### src/rtl/nmr_bstrm_simp_ctrl.sv
// Sequencer for the simple bitstream datapath. Fetches {PLS_POL, mux_sel, data}
// entries from the sequence RAM, presents them to the datapath, prefetches the
// next entry while the current pulse plays, and times out the final entry.
module nmr_bstrm_simp_ctrl #(
  parameter int DATA_WIDTH = 24,
  parameter int ADDR_WIDTH = 10,
  parameter int MEM_LAT    = 2
) (
  input  logic                  CLK,
  input  logic                  RST_N,
  input  logic                  GO,
  input  logic                  ABORT,
  input  logic [ADDR_WIDTH:0]   N_ENTRIES,
  output logic                  MEM_RD,
  output logic [ADDR_WIDTH-1:0] MEM_ADDR,
  input  logic [DATA_WIDTH+4:0] MEM_RDDATA,
  output logic                  DP_RST,
  output logic                  DP_START,
  output logic [DATA_WIDTH-1:0] DP_DATA,
  output logic                  DP_PLS_POL,
  output logic [3:0]            DP_MUX_SEL,
  input  logic                  DP_RDY,
  output logic                  BUSY,
  output logic                  DONE,
  output logic                  ERR
);

  typedef enum logic [2:0] {
    S_IDLE, S_PRIME, S_WRDY, S_STALL, S_ISSUE, S_TAIL, S_FIN
  } state_t;

  localparam logic [ADDR_WIDTH:0] MAX_ENT = {1'b1, {ADDR_WIDTH{1'b0}}};
  localparam logic [ADDR_WIDTH:0] TWO     = (ADDR_WIDTH+1)'(2);

  state_t                  state;
  logic [ADDR_WIDTH:0]     n_ent;     // entries in this sequence (saturated)
  logic [ADDR_WIDTH:0]     rd_cnt;    // RAM reads issued so far
  logic [ADDR_WIDTH:0]     issued;    // entries placed on the DP_* lines so far
  logic [MEM_LAT-1:0]      vld_pipe;  // read-in-flight tracker, top bit = data valid now
  logic [DATA_WIDTH+4:0]   pf_buf;
  logic                    pf_valid;
  logic [DATA_WIDTH-1:0]   tail_cnt;

  logic [ADDR_WIDTH:0]     n_sat;
  logic                    arrive, pf_ready, more, can_rd;

  assign n_sat    = (N_ENTRIES > MAX_ENT) ? MAX_ENT : N_ENTRIES;
  assign arrive   = vld_pipe[MEM_LAT-1];
  // A word landing this very cycle counts as ready; it is captured on the same edge.
  assign pf_ready = pf_valid | arrive;
  assign more     = (issued < n_ent);
  assign can_rd   = (rd_cnt < n_ent);

  // Sequencer FSM, read tracking and all registered outputs
  always_ff @(posedge CLK or negedge RST_N) begin
    if (!RST_N) begin
      state      <= S_IDLE;
      n_ent      <= '0;
      rd_cnt     <= '0;
      issued     <= '0;
      vld_pipe   <= '0;
      pf_buf     <= '0;
      pf_valid   <= 1'b0;
      tail_cnt   <= '0;
      MEM_RD     <= 1'b0;
      MEM_ADDR   <= '0;
      DP_RST     <= 1'b1;
      DP_START   <= 1'b0;
      DP_DATA    <= '0;
      DP_PLS_POL <= 1'b0;
      DP_MUX_SEL <= '0;
      BUSY       <= 1'b0;
      DONE       <= 1'b0;
      ERR        <= 1'b0;
    end else begin
      MEM_RD   <= 1'b0;
      DP_START <= 1'b0;
      vld_pipe <= MEM_LAT'({vld_pipe, MEM_RD});

      case (state)
        S_IDLE: begin
          if (GO) begin
            n_ent    <= n_sat;
            DONE     <= 1'b0;
            ERR      <= 1'b0;
            BUSY     <= 1'b1;
            rd_cnt   <= '0;
            issued   <= '0;
            pf_valid <= 1'b0;
            if (N_ENTRIES == '0) state <= S_FIN;
            else begin
              DP_RST <= 1'b0;
              state  <= S_PRIME;
            end
          end
        end
        // Read entry 0 (for the DP lines) and entry 1 (for the prefetch buffer);
        // leave once entry 0 has landed. The datapath's dummy period latches it.
        S_PRIME: begin
          if (rd_cnt < TWO && can_rd) begin
            MEM_RD   <= 1'b1;
            MEM_ADDR <= rd_cnt[ADDR_WIDTH-1:0];
            rd_cnt   <= rd_cnt + 1'b1;
          end
          if (arrive && issued == '0) state <= S_WRDY;
        end
        S_WRDY: begin
          if (DP_RDY) begin
            if (more) begin
              if (pf_ready) state <= S_ISSUE;
              else begin
                ERR   <= 1'b1;
                state <= S_STALL;
              end
            end else begin
              tail_cnt <= DP_DATA;
              state    <= S_TAIL;
            end
          end
        end
        S_STALL: begin
          if (pf_ready) state <= S_ISSUE;
        end
        // Present the prefetched entry with START and launch the next prefetch
        S_ISSUE: begin
          {DP_PLS_POL, DP_MUX_SEL, DP_DATA} <= pf_buf;
          DP_START <= 1'b1;
          pf_valid <= 1'b0;
          issued   <= issued + 1'b1;
          if (can_rd) begin
            MEM_RD   <= 1'b1;
            MEM_ADDR <= rd_cnt[ADDR_WIDTH-1:0];
            rd_cnt   <= rd_cnt + 1'b1;
          end
          state <= S_WRDY;
        end
        S_TAIL: begin
          if (tail_cnt <= DATA_WIDTH'(1)) state <= S_FIN;
          else tail_cnt <= tail_cnt - 1'b1;
        end
        S_FIN: begin
          DP_RST   <= 1'b1;
          DONE     <= 1'b1;
          BUSY     <= 1'b0;
          vld_pipe <= '0;
          pf_valid <= 1'b0;
          state    <= S_IDLE;
        end
        default: state <= S_IDLE;
      endcase

      // Route returning RAM words: the first goes straight to the DP lines,
      // later ones land in the prefetch buffer. At most one prefetch is in flight.
      if (arrive && state != S_IDLE && state != S_FIN) begin
        if (issued == '0) begin
          {DP_PLS_POL, DP_MUX_SEL, DP_DATA} <= MEM_RDDATA;
          issued <= (ADDR_WIDTH+1)'(1);
        end else begin
          pf_buf   <= MEM_RDDATA;
          pf_valid <= 1'b1;
        end
      end

      // Abort does the FIN work immediately so DP_RST and DONE follow on the
      // next cycle; any read in flight is dropped and ERR is left alone.
      if (ABORT && state != S_IDLE) begin
        state    <= S_IDLE;
        DP_RST   <= 1'b1;
        DONE     <= 1'b1;
        BUSY     <= 1'b0;
        MEM_RD   <= 1'b0;
        DP_START <= 1'b0;
        vld_pipe <= '0;
        pf_valid <= 1'b0;
      end
    end
  end

endmodule
### config.mk
export PLATFORM = sky130hd
export DESIGN_NAME = nmr_bstrm_simp_ctrl
export DESIGN_NICKNAME = d
export VERILOG_FILES = /design/src/rtl/nmr_bstrm_simp_ctrl.sv
export SDC_FILE = /design/constraint.sdc
export NUM_CORES = 1
export LEC_CHECK = 0
export CORE_UTILIZATION = 40
export DETAILED_ROUTE_END_ITERATION = 16
export SLEW_MARGIN = 0
export SYNTH_ARGS = -nofsm -noshare
export SYNTH_HDL_FRONTEND = slang
export SYNTH_SLANG_ARGS = --single-unit
### constraint.sdc
create_clock -name CLK -period 2.51 [get_ports CLK]
set_input_delay 0.502 -clock CLK [delete_from_list [all_inputs] [get_ports CLK]]
set_output_delay 0.502 -clock CLK [all_outputs]
set_load 0.05 [all_outputs]
Yosys cells after proc, flatten, opt, wreduce, memory -nomap -nowiden
Index checks and enable logic that the tools add are counted.
Cells by class
  bitwise logic cells: 2
  equality and inequality tests: 21
  reductions and logical operators: 24
  divide/modulo/power cells: 0
  $mul: 0
  add/subtract/negate cells: 3
  magnitude comparators: 5
  muxes and demuxes: 62
  shift operators: 0
Operator list (number)
  24-bit two-way mux: 6
  11-bit two-way mux: 7
  24-bit case mux with 2 select lines: 1
  11-bit case mux with 3 select lines: 1
  3-bit two-way mux: 9
  24-bit by 1-bit less-or-equal comparator with 1-bit output, second input constant: 1
  24-bit by 1-bit subtractor with 24-bit output, second input constant: 1
  11-bit by 1-bit adder with 11-bit output, second input constant: 2
  11-bit zero test: 2
  11-bit less-than comparator: 2
  1-bit two-way mux: 22
  11-bit case mux with 2 select lines: 1
  3-bit inequality test, second input constant: 7
  10-bit two-way mux: 2
  10-bit case mux with 2 select lines: 1
  3-bit case mux with 6 select lines: 1
  2-bit inequality test, second input constant: 8
  4-bit two-way mux: 3
  1-bit case mux with 2 select lines: 6
  11-bit > comparator, second input constant: 1
  11-bit by 2-bit less-than comparator with 1-bit output, second input constant: 1
  5-bit AND reduction: 2
  3-bit equality test, second input constant: 3
  3-bit nonzero test: 3
  other kinds (12): 24
Word-level totals
  flip-flop bits (word level): 137
  memories kept: 0
  output and inout bits: 45
  bits in writable memories: 0
  ROM bits: 0
  input bits: 45
  latch bits: 0
  logic and storage cells: 135

Longest topological paths before layout
Gate-level depths: netlist of the first run.
  depth after elaboration: 6
  depth in mapped cells: 10
  mapped depth without buffers: 8

Worst setup path after synthesis of the first run
No wires, ideal clock.
  kind: reg2reg
  start: register tail_cnt[0]
  end: register tail_cnt[22]
  library setup time: 0.126 ns
  buffers on the path: 0
  clock period less this slack: 2.113 ns
  required time: 2.384 ns
  arrival: 1.987 ns
  slack: 0.397 ns
  stages on the path, launching flop included: 8
  path through: dfrtp_1 inv_1 ha_1 or3b_1 or3_1 nor2_1 a21oi_1 a221o_1
On the way
  cells in the longest elaborated chain, start to end: 3
  elaborated cells on any way between the ends: 6
  classes of those cells: add/sub: 1; order compare: 1; eq/ne: 1; mux: 2; reduce/logical: 1
Ends and longest elaborated chain
  from (decl): line 42  | logic [DATA_WIDTH-1:0] tail_cnt;
  from (signal assigned): line 139  | else tail_cnt <= tail_cnt - 1'b1;
  24-bit by 1-bit subtractor with 24-bit output / 24-bit by 1-bit less-or-equal comparator with 1-bit output (equally long branches): line 139, 138
  24-bit two-way mux / 2-bit inequality test (equally long branches)
  24-bit case mux with 2 select lines / 4-bit AND reduction (equally long branches)
Several ways; a longest one is shown, not always the timed one. The select of a mux whose other input is x is not followed.
A chain may end at the register's enable or synchronous reset.

Worst setup path after layout of the first run
  start: register tail_cnt[1]
  end: register tail_cnt[22]
The elaborated chain is that of the path after synthesis.

==> results.tsv, run 1 <==
metric	value	unit
viasPerCell	5.57	
slew_headroom	62.4	%
grt_pass1_wl	29300	µm
finalWorstSetupSlack	0.138	ns
layout.nets	882	
vdd_drop_max	0.691	mV
grt_max_degree	62	
final_cell_mix	dfrtp_1 (136), clkdlybuf4s50_1 (88), nand2_1 (71), o21ai_0 (66), nor2_1 (55)	
critPathMaxStageDelay	0.43	ns
final_common_cell	dfrtp_1	
drt-initial-drc-count	290	
final_util	51.7	%
grtUsageTotal	20.4	%
port_buffers	89	
n_fill_cell	1559	
syn2layout_area_growth	25.5	%
maxCapViolCount	0	
core	0.0174	mm²
yosysTopAreaCellShare	47.4	%
cp.buffers_inverters	1	
drive_gt1_share	13.5	%
syn_area	0.00718	mm²
power_density	1200	mW/mm²
p_int	6.50	mW
dieHeight	136	µm
min_period	2.37	ns
place_congestion	0.883	
multi_input_area	0.00350	mm²
setup_tns	0	ns
numCtsBuffers	17	
crit_fanout	5	
drt_wl_total	17700	µm
h-tree-depth	4	
clk_pin_slew	0.06	ns
timing.fmax	422	MHz
ctsResizeCount	0	
power.leakage	4.04	nW
syn_nets	792	
total_power	10.8	mW
cts_root_buf	clkbuf_16	
timing.final.hold_violations	0	
ys.flop_type	dfrtp_1	
vias	5848	
clkPwrFrac	24.3	%
post-cts-setup-buffers	0	
status	completed	
switchingPower	4.31	mW
tightest_slew	0.559	ns
netlist_instances	722	
seqCellArea	0.00343	mm²
crit_type	reg -> reg	
dp_hpwl	12200	µm
drtPass1Iterations	5	
synth_seq_cells	137	
ctsHoldBuffers	0	
yosys.area.top_type	dfrtp_1	
met1_usage	24.4	%
power_frac_comb	40.9	%
final_max_slew_viol_count	0	
async_reset_ff_share	100	%
clk_latency	0.43	ns
ioPinCount	90	
ys_warn_count	0	
grt_overflow	0	
fin_worst_skew	0.0160	ns
swShare	39.9	%
drcViolationCount	0	
antenna_cells	0	
cts_tree	yes	
pre_cts_ws	0.151	ns
wl_per_cell	16.9	µm
synth-edff-count	0	
min_path_type	in -> async	
synth_seq_area_share	47.8	%
synthDistinctLibCells	67	
endpoint_kind	flip-flop	
critical_path_required	2.82	ns
num_rows	48	
antenna_found_initial	0	
synthTopCellsByArea	dfrtp_1 (47%), mux2_2 (6.3%), mux2i_1 (4.9%)	
rsz0062_at_grt	false	
avgSynthCellArea	9.94	µm²
post-route-period-util	94.5	%
worst_setup_path_start_kind	flip-flop	
seqPwrFrac	34.8	%
drtAntennaViolNets	0	
setup_viol	0	
start_util	41.2	%
clock_path_buffers	2	
crit_chain	inv_1 > ha_1 > or3b_1 > or3_1 > nor2_1 > a21oi_1 > a221o_1	
grt_use_met3	5.15	%
grt.busiest_layer	met2	
clock-sinks	137	
critPathTopFamily	simple AND/OR/NAND/NOR gates	
grt_util_met2	35.2	%
crit_slowest_cell	or3b_1	
grt_pass1_vias	5942	
die_area	0.0185	mm²
cp.arrival	2.68	ns
die_w	136	µm
[cell families after synthesis]
kind of cell	synth area share [%]
AO/OA/AOI/OAI	16.6
XOR/XNOR	0.244
adder cells (fa/ha/maj)	4.36
buffers and inverters	3.80
flip-flops	47.8
multiplexers	11.2
AND/OR/NAND/NOR	16.1
[power by group through the flow]
stage / Clock, mW / Sequential (mW) / Combinational, mW
6_report: 2.63 / 3.76 / 4.42
5_1_grt: 2.80 / 3.87 / 4.83
4_1_cts: 2.68 / 3.76 / 4.46
3_5_place_dp: 0 / 3.78 / 4.44
3_3_place_gp: 0 / 3.75 / 4.35
2_1_floorplan: 0 / 4.53 / 2.18
[registers in the layout (all words and copies together) (netlist names)]
signal,count
pf_buf,29
DP_DATA,24
tail_cnt,24
issued,11
n_ent,11
rd_cnt,11
MEM_ADDR,10
DP_MUX_SEL,4
state,3
vld_pipe,2
BUSY,1
DONE,1
DP_PLS_POL,1
DP_RST,1
DP_START,1
ERR,1
MEM_RD,1
pf_valid,1
[per-layer routing]
metal	vias to the layer above	wire (µm)
li1	2817	-
met1	2855	7640
met2	147	8940
met3	29	846
met4	0	306
met5	-	0
[per-stage QoR]
step	hold WS, ns	instances	cell area (µm²)
floorplan	0.206	722	7180
global placement	0.463	1018	8400
detailed placement	0.462	1018	8400
CTS	0.0247	1050	9010
global route	0.0321	1050	9010
finish	0.00959	1050	9010
[cell usage after synthesis, types with 2 or more instances]
cell type,instances
o221ai_1,3
mux2_2,40
o22ai_1,4
a31oi_1,17
o2bb2ai_1,2
o31ai_1,2
o32ai_1,2
o21ai_0,66
a21o_1,5
nor2b_1,9
o21ai_1,3
nor3_1,16
or4_4,2
clkbuf_1,25
nor4_2,3
nor2_1,56
and3_1,10
and2_1,2
buf_2,8
dfrtp_1,136
buf_6,3
a21oi_1,35
nand3_1,22
o41ai_1,2
inv_1,22
mux2i_1,35
or3_1,6
a211o_1,2
nor3b_1,2
o22a_1,17
a22o_1,3
nand4_1,4
or2_2,2
o211ai_1,6
nand2b_1,9
nor4_1,8
a22oi_1,5
buf_1,2
or4_1,2
nand2_1,72
buf_4,2
ha_1,25
[final timing paths]
check	from	to	slack, ns	depth (start not counted)
worst min register to register	MEM_ADDR[9]$_DFFE_PN0P_	MEM_ADDR[9]$_DFFE_PN0P_	0.48	2
worst max register to register	tail_cnt[1]$_DFFE_PN0P_	tail_cnt[22]$_DFFE_PN0P_	0.14	7
worst min-delay path	RST_N	DONE$_DFFE_PN0P_	0.01	1
worst max-delay path	tail_cnt[1]$_DFFE_PN0P_	tail_cnt[22]$_DFFE_PN0P_	0.14	7
max in group asynchronous	RST_N	rd_cnt[9]$_DFFE_PN0P_	1.83	2
min in group CLK	MEM_ADDR[9]$_DFFE_PN0P_	MEM_ADDR[9]$_DFFE_PN0P_	0.48	2
[layout make-up]
type	count	share of cell area, %
multi-input combinational	523	38.8
sequential	137	38.1
timing repair buffer	111	12.3
clock buffer	23	5.19
tap	225	3.12
clock inverter	9	1.61
inverter	22	0.916
Power figures use the tool's default switching activity.
==> inputs of run 2 (changes only) <==
--- a/config.mk
+++ b/config.mk
@@ -7,6 +7,7 @@
 export LEC_CHECK = 0
 export CORE_UTILIZATION = 40
 export DETAILED_ROUTE_END_ITERATION = 16
+export SKIP_CTS_REPAIR_TIMING = 1
 export SLEW_MARGIN = 0
 export SYNTH_ARGS = -nofsm -noshare
 export SYNTH_HDL_FRONTEND = slang
==> constraint.sdc (replaced) <==
create_clock -name CLK -period 1.9 [get_ports CLK]
set_input_delay 0.38 -clock CLK [delete_from_list [all_inputs] [get_ports CLK]]
set_output_delay 0.38 -clock CLK [all_outputs]
set_load 0.05 [all_outputs]
==> results.tsv, run 2 (same netlist as run 1, synthesis figures left out) <==
metric	value	unit	change
clock-sinks	137		unchanged
timing.final.hold_violations	0		unchanged
clock_path_buffers	2		unchanged
whs	0.403	ns	was 0.00959 ns
seqPwrFrac	31.2	%	was 34.8%
power_frac_comb	48.8	%	was 40.9%
clk_latency	0.42	ns	was 0.43 ns
die_w	136	µm	unchanged
grt_overflow	0		unchanged
placed_cell_area	0.00914	mm²	was 0.00840 mm²
pre_cts_ws	-0.348	ns	was 0.151 ns
vias	6452		was 5848
drive_gt1_share	32.6	%	was 13.5%
h-tree-depth	4		unchanged
p_int	9.03	mW	was 6.50 mW
drtAntennaViolNets	0		unchanged
top_regs	pf_buf (29), DP_DATA (24), tail_cnt (24)		unchanged
critical_path_required	2.24	ns	was 2.82 ns
vdd_drop_max	0.954	mV	was 0.691 mV
switchingPower	6.37	mW	was 4.31 mW
crit_slowest_cell	dfrtp_2		was or3b_1
min_path_type	in -> async		unchanged
violations	negative setup slack		
grtUsageTotal	22.1	%	was 20.4%
endpoint_kind	flip-flop		unchanged
r2r_slack	-0.31	ns	was 0.14 ns
rsz0062_at_grt	true		was false
clkPwrFrac	20.1	%	was 24.3%
crit_type	reg -> reg		unchanged
top_register	pf_buf		unchanged
core	0.0174	mm²	unchanged
die_area	0.0185	mm²	unchanged
r2r_cells	7		unchanged
status	finished with violations		was completed
clk_pin_slew	0.06	ns	about the same
final_design_area_no_fill	0.0102	mm²	was 0.00901 mm²
largest_reg_flops	29		unchanged
layout.nets	995		was 882
slew_headroom	63.4	%	was 62.4%
crit_chain	nor4_2 > nand4b_1 > a2111oi_4 > o21ai_2 > buf_6 > or3_1 > o211ai_1		was inv_1 > ha_1 > or3b_1 > or3_1 > nor2_1 > a21oi_1 > a221o_1
critPathTopFamily	simple AND/OR/NAND/NOR gates		unchanged
grt_pass1_vias	6444		was 5942
cp.arrival	2.55	ns	was 2.68 ns
drcViolationCount	0		unchanged
grt_pass1_wl	32100	µm	was 29300 µm
numCtsBuffers	17		unchanged
crit_fanout	4		was 5
rr_endpoint	rd_cnt[10]$_DFFE_PN0P_		was tail_cnt[22]$_DFFE_PN0P_
worst_setup_path_start_kind	flip-flop		unchanged
drtPass1Iterations	5		unchanged
min_period	2.21	ns	was 2.37 ns
start_util	41.2	%	unchanged
fin_worst_skew	0.00997	ns	was 0.0160 ns
place_congestion	0.840		was 0.883
dp_hpwl	13600	µm	was 12200 µm
wl_per_cell	17.9	µm	was 16.9 µm
dpl.cell_count	1114		was 1018
maxCapViolCount	0		unchanged
port_buffers	89		unchanged
instances_no_fill	1163		was 1050
power_density	1500	mW/mm²	was 1200 mW/mm²
tightest_slew	0.544	ns	was 0.559 ns
cts_tree	yes		unchanged
drt-initial-drc-count	373		was 290
drt_wl_total	20800	µm	was 17700 µm
final_cell_mix	buf_4 (142), dfrtp_1 (134), nand2_1 (71), o21ai_0 (56), nor2_1 (54)		was dfrtp_1 (136), clkdlybuf4s50_1 (88), nand2_1 (71), o21ai_0 (66), nor2_1 (55)
cts_root_buf	clkbuf_16		unchanged
setup_viol	85		was 0
swShare	41.4	%	was 39.9%
timing.fmax	452	MHz	was 422 MHz
ioPinCount	90		unchanged
finalWorstSetupSlack	-0.313	ns	was 0.138 ns
setup_tns	-10.48	ns	was 0 ns
final_common_cell	buf_4		was dfrtp_1
antenna_found_initial	0		unchanged
antenna_cells	0		unchanged
dieHeight	136	µm	unchanged
num_rows	48		unchanged
cp.buffers_inverters	1		unchanged
grt_max_degree	62		unchanged
final_max_slew_viol_count	0		unchanged
viasPerCell	5.55		was 5.57
critPathMaxStageDelay	0.44	ns	was 0.43 ns
post-route-period-util	116	%	was 94.5%
rr_startpoint	rd_cnt[8]$_DFFE_PN0P_		was tail_cnt[1]$_DFFE_PN0P_
syn2layout_area_growth	42.7	%	was 25.5%
power.leakage	4.83	nW	was 4.04 nW
[run 2: area by class of cell]
cell class	instances	area (µm²)
tap	225	282
inverter	22	82.6
timing repair buffer	222	2070
sequential	137	3430
clock buffer	20	437
fill	1446	7170
clock inverter	12	104
multi-input combinational	525	3830
[run 2: worst max-delay path by stage]
stage                        startpoint                       end  slack (ns)  cells after the start
2_1_floorplan   tail_cnt[0]$_DFFE_PN0P_  tail_cnt[22]$_DFFE_PN0P_       -0.16                      7
6_report          rd_cnt[8]$_DFFE_PN0P_    rd_cnt[10]$_DFFE_PN0P_       -0.31                      7
3_5_place_dp   tail_cnt[16]$_DFFE_PN0P_   tail_cnt[8]$_DFFE_PN0P_       -0.35                      6
5_1_grt           rd_cnt[8]$_DFFE_PN0P_    rd_cnt[10]$_DFFE_PN0P_       -0.32                      7
3_3_place_gp   tail_cnt[13]$_DFFE_PN0P_  tail_cnt[20]$_DFFE_PN0P_       -0.26                      6
4_1_cts        tail_cnt[16]$_DFFE_PN0P_   tail_cnt[8]$_DFFE_PN0P_       -0.36                      6
[run 2: worst reg2reg max path, cell delays in order (launching register included)]
cell and delay (ns):
dfrtp_2 0.44, nor4_2 0.33, nand4b_1 0.23, a2111oi_4 0.43, o21ai_2 0.16, buf_6 0.16, or3_1 0.30, o211ai_1 0.08
[run 2: metal layers]
metal	up-vias	global-route usage, %	routed length, µm
met5	-	0	0
met4	0	9.26	437
met3	37	4.55	1070
met2	187	35.8	10200
met1	3188	28.8	9170
li1	3040	-	-
[run 2: through the flow]
step	util, %	power, mW
after global routing	58.8	16.3
after CTS	55.6	15.0
after global placement	52.5	11.6
final	58.8	15.4
after floorplan	-	9.00
after detailed placement	52.5	11.9
[run 2: power groups by stage]
stage	registers, mW	logic [mW]	clock network [mW]
after floorplan	6.00	3.01	0
after global routing	4.92	8.08	3.29
final	4.80	7.51	3.09
after global placement	4.85	6.79	0
after CTS	4.86	6.99	3.15
after detailed placement	4.90	6.97	0
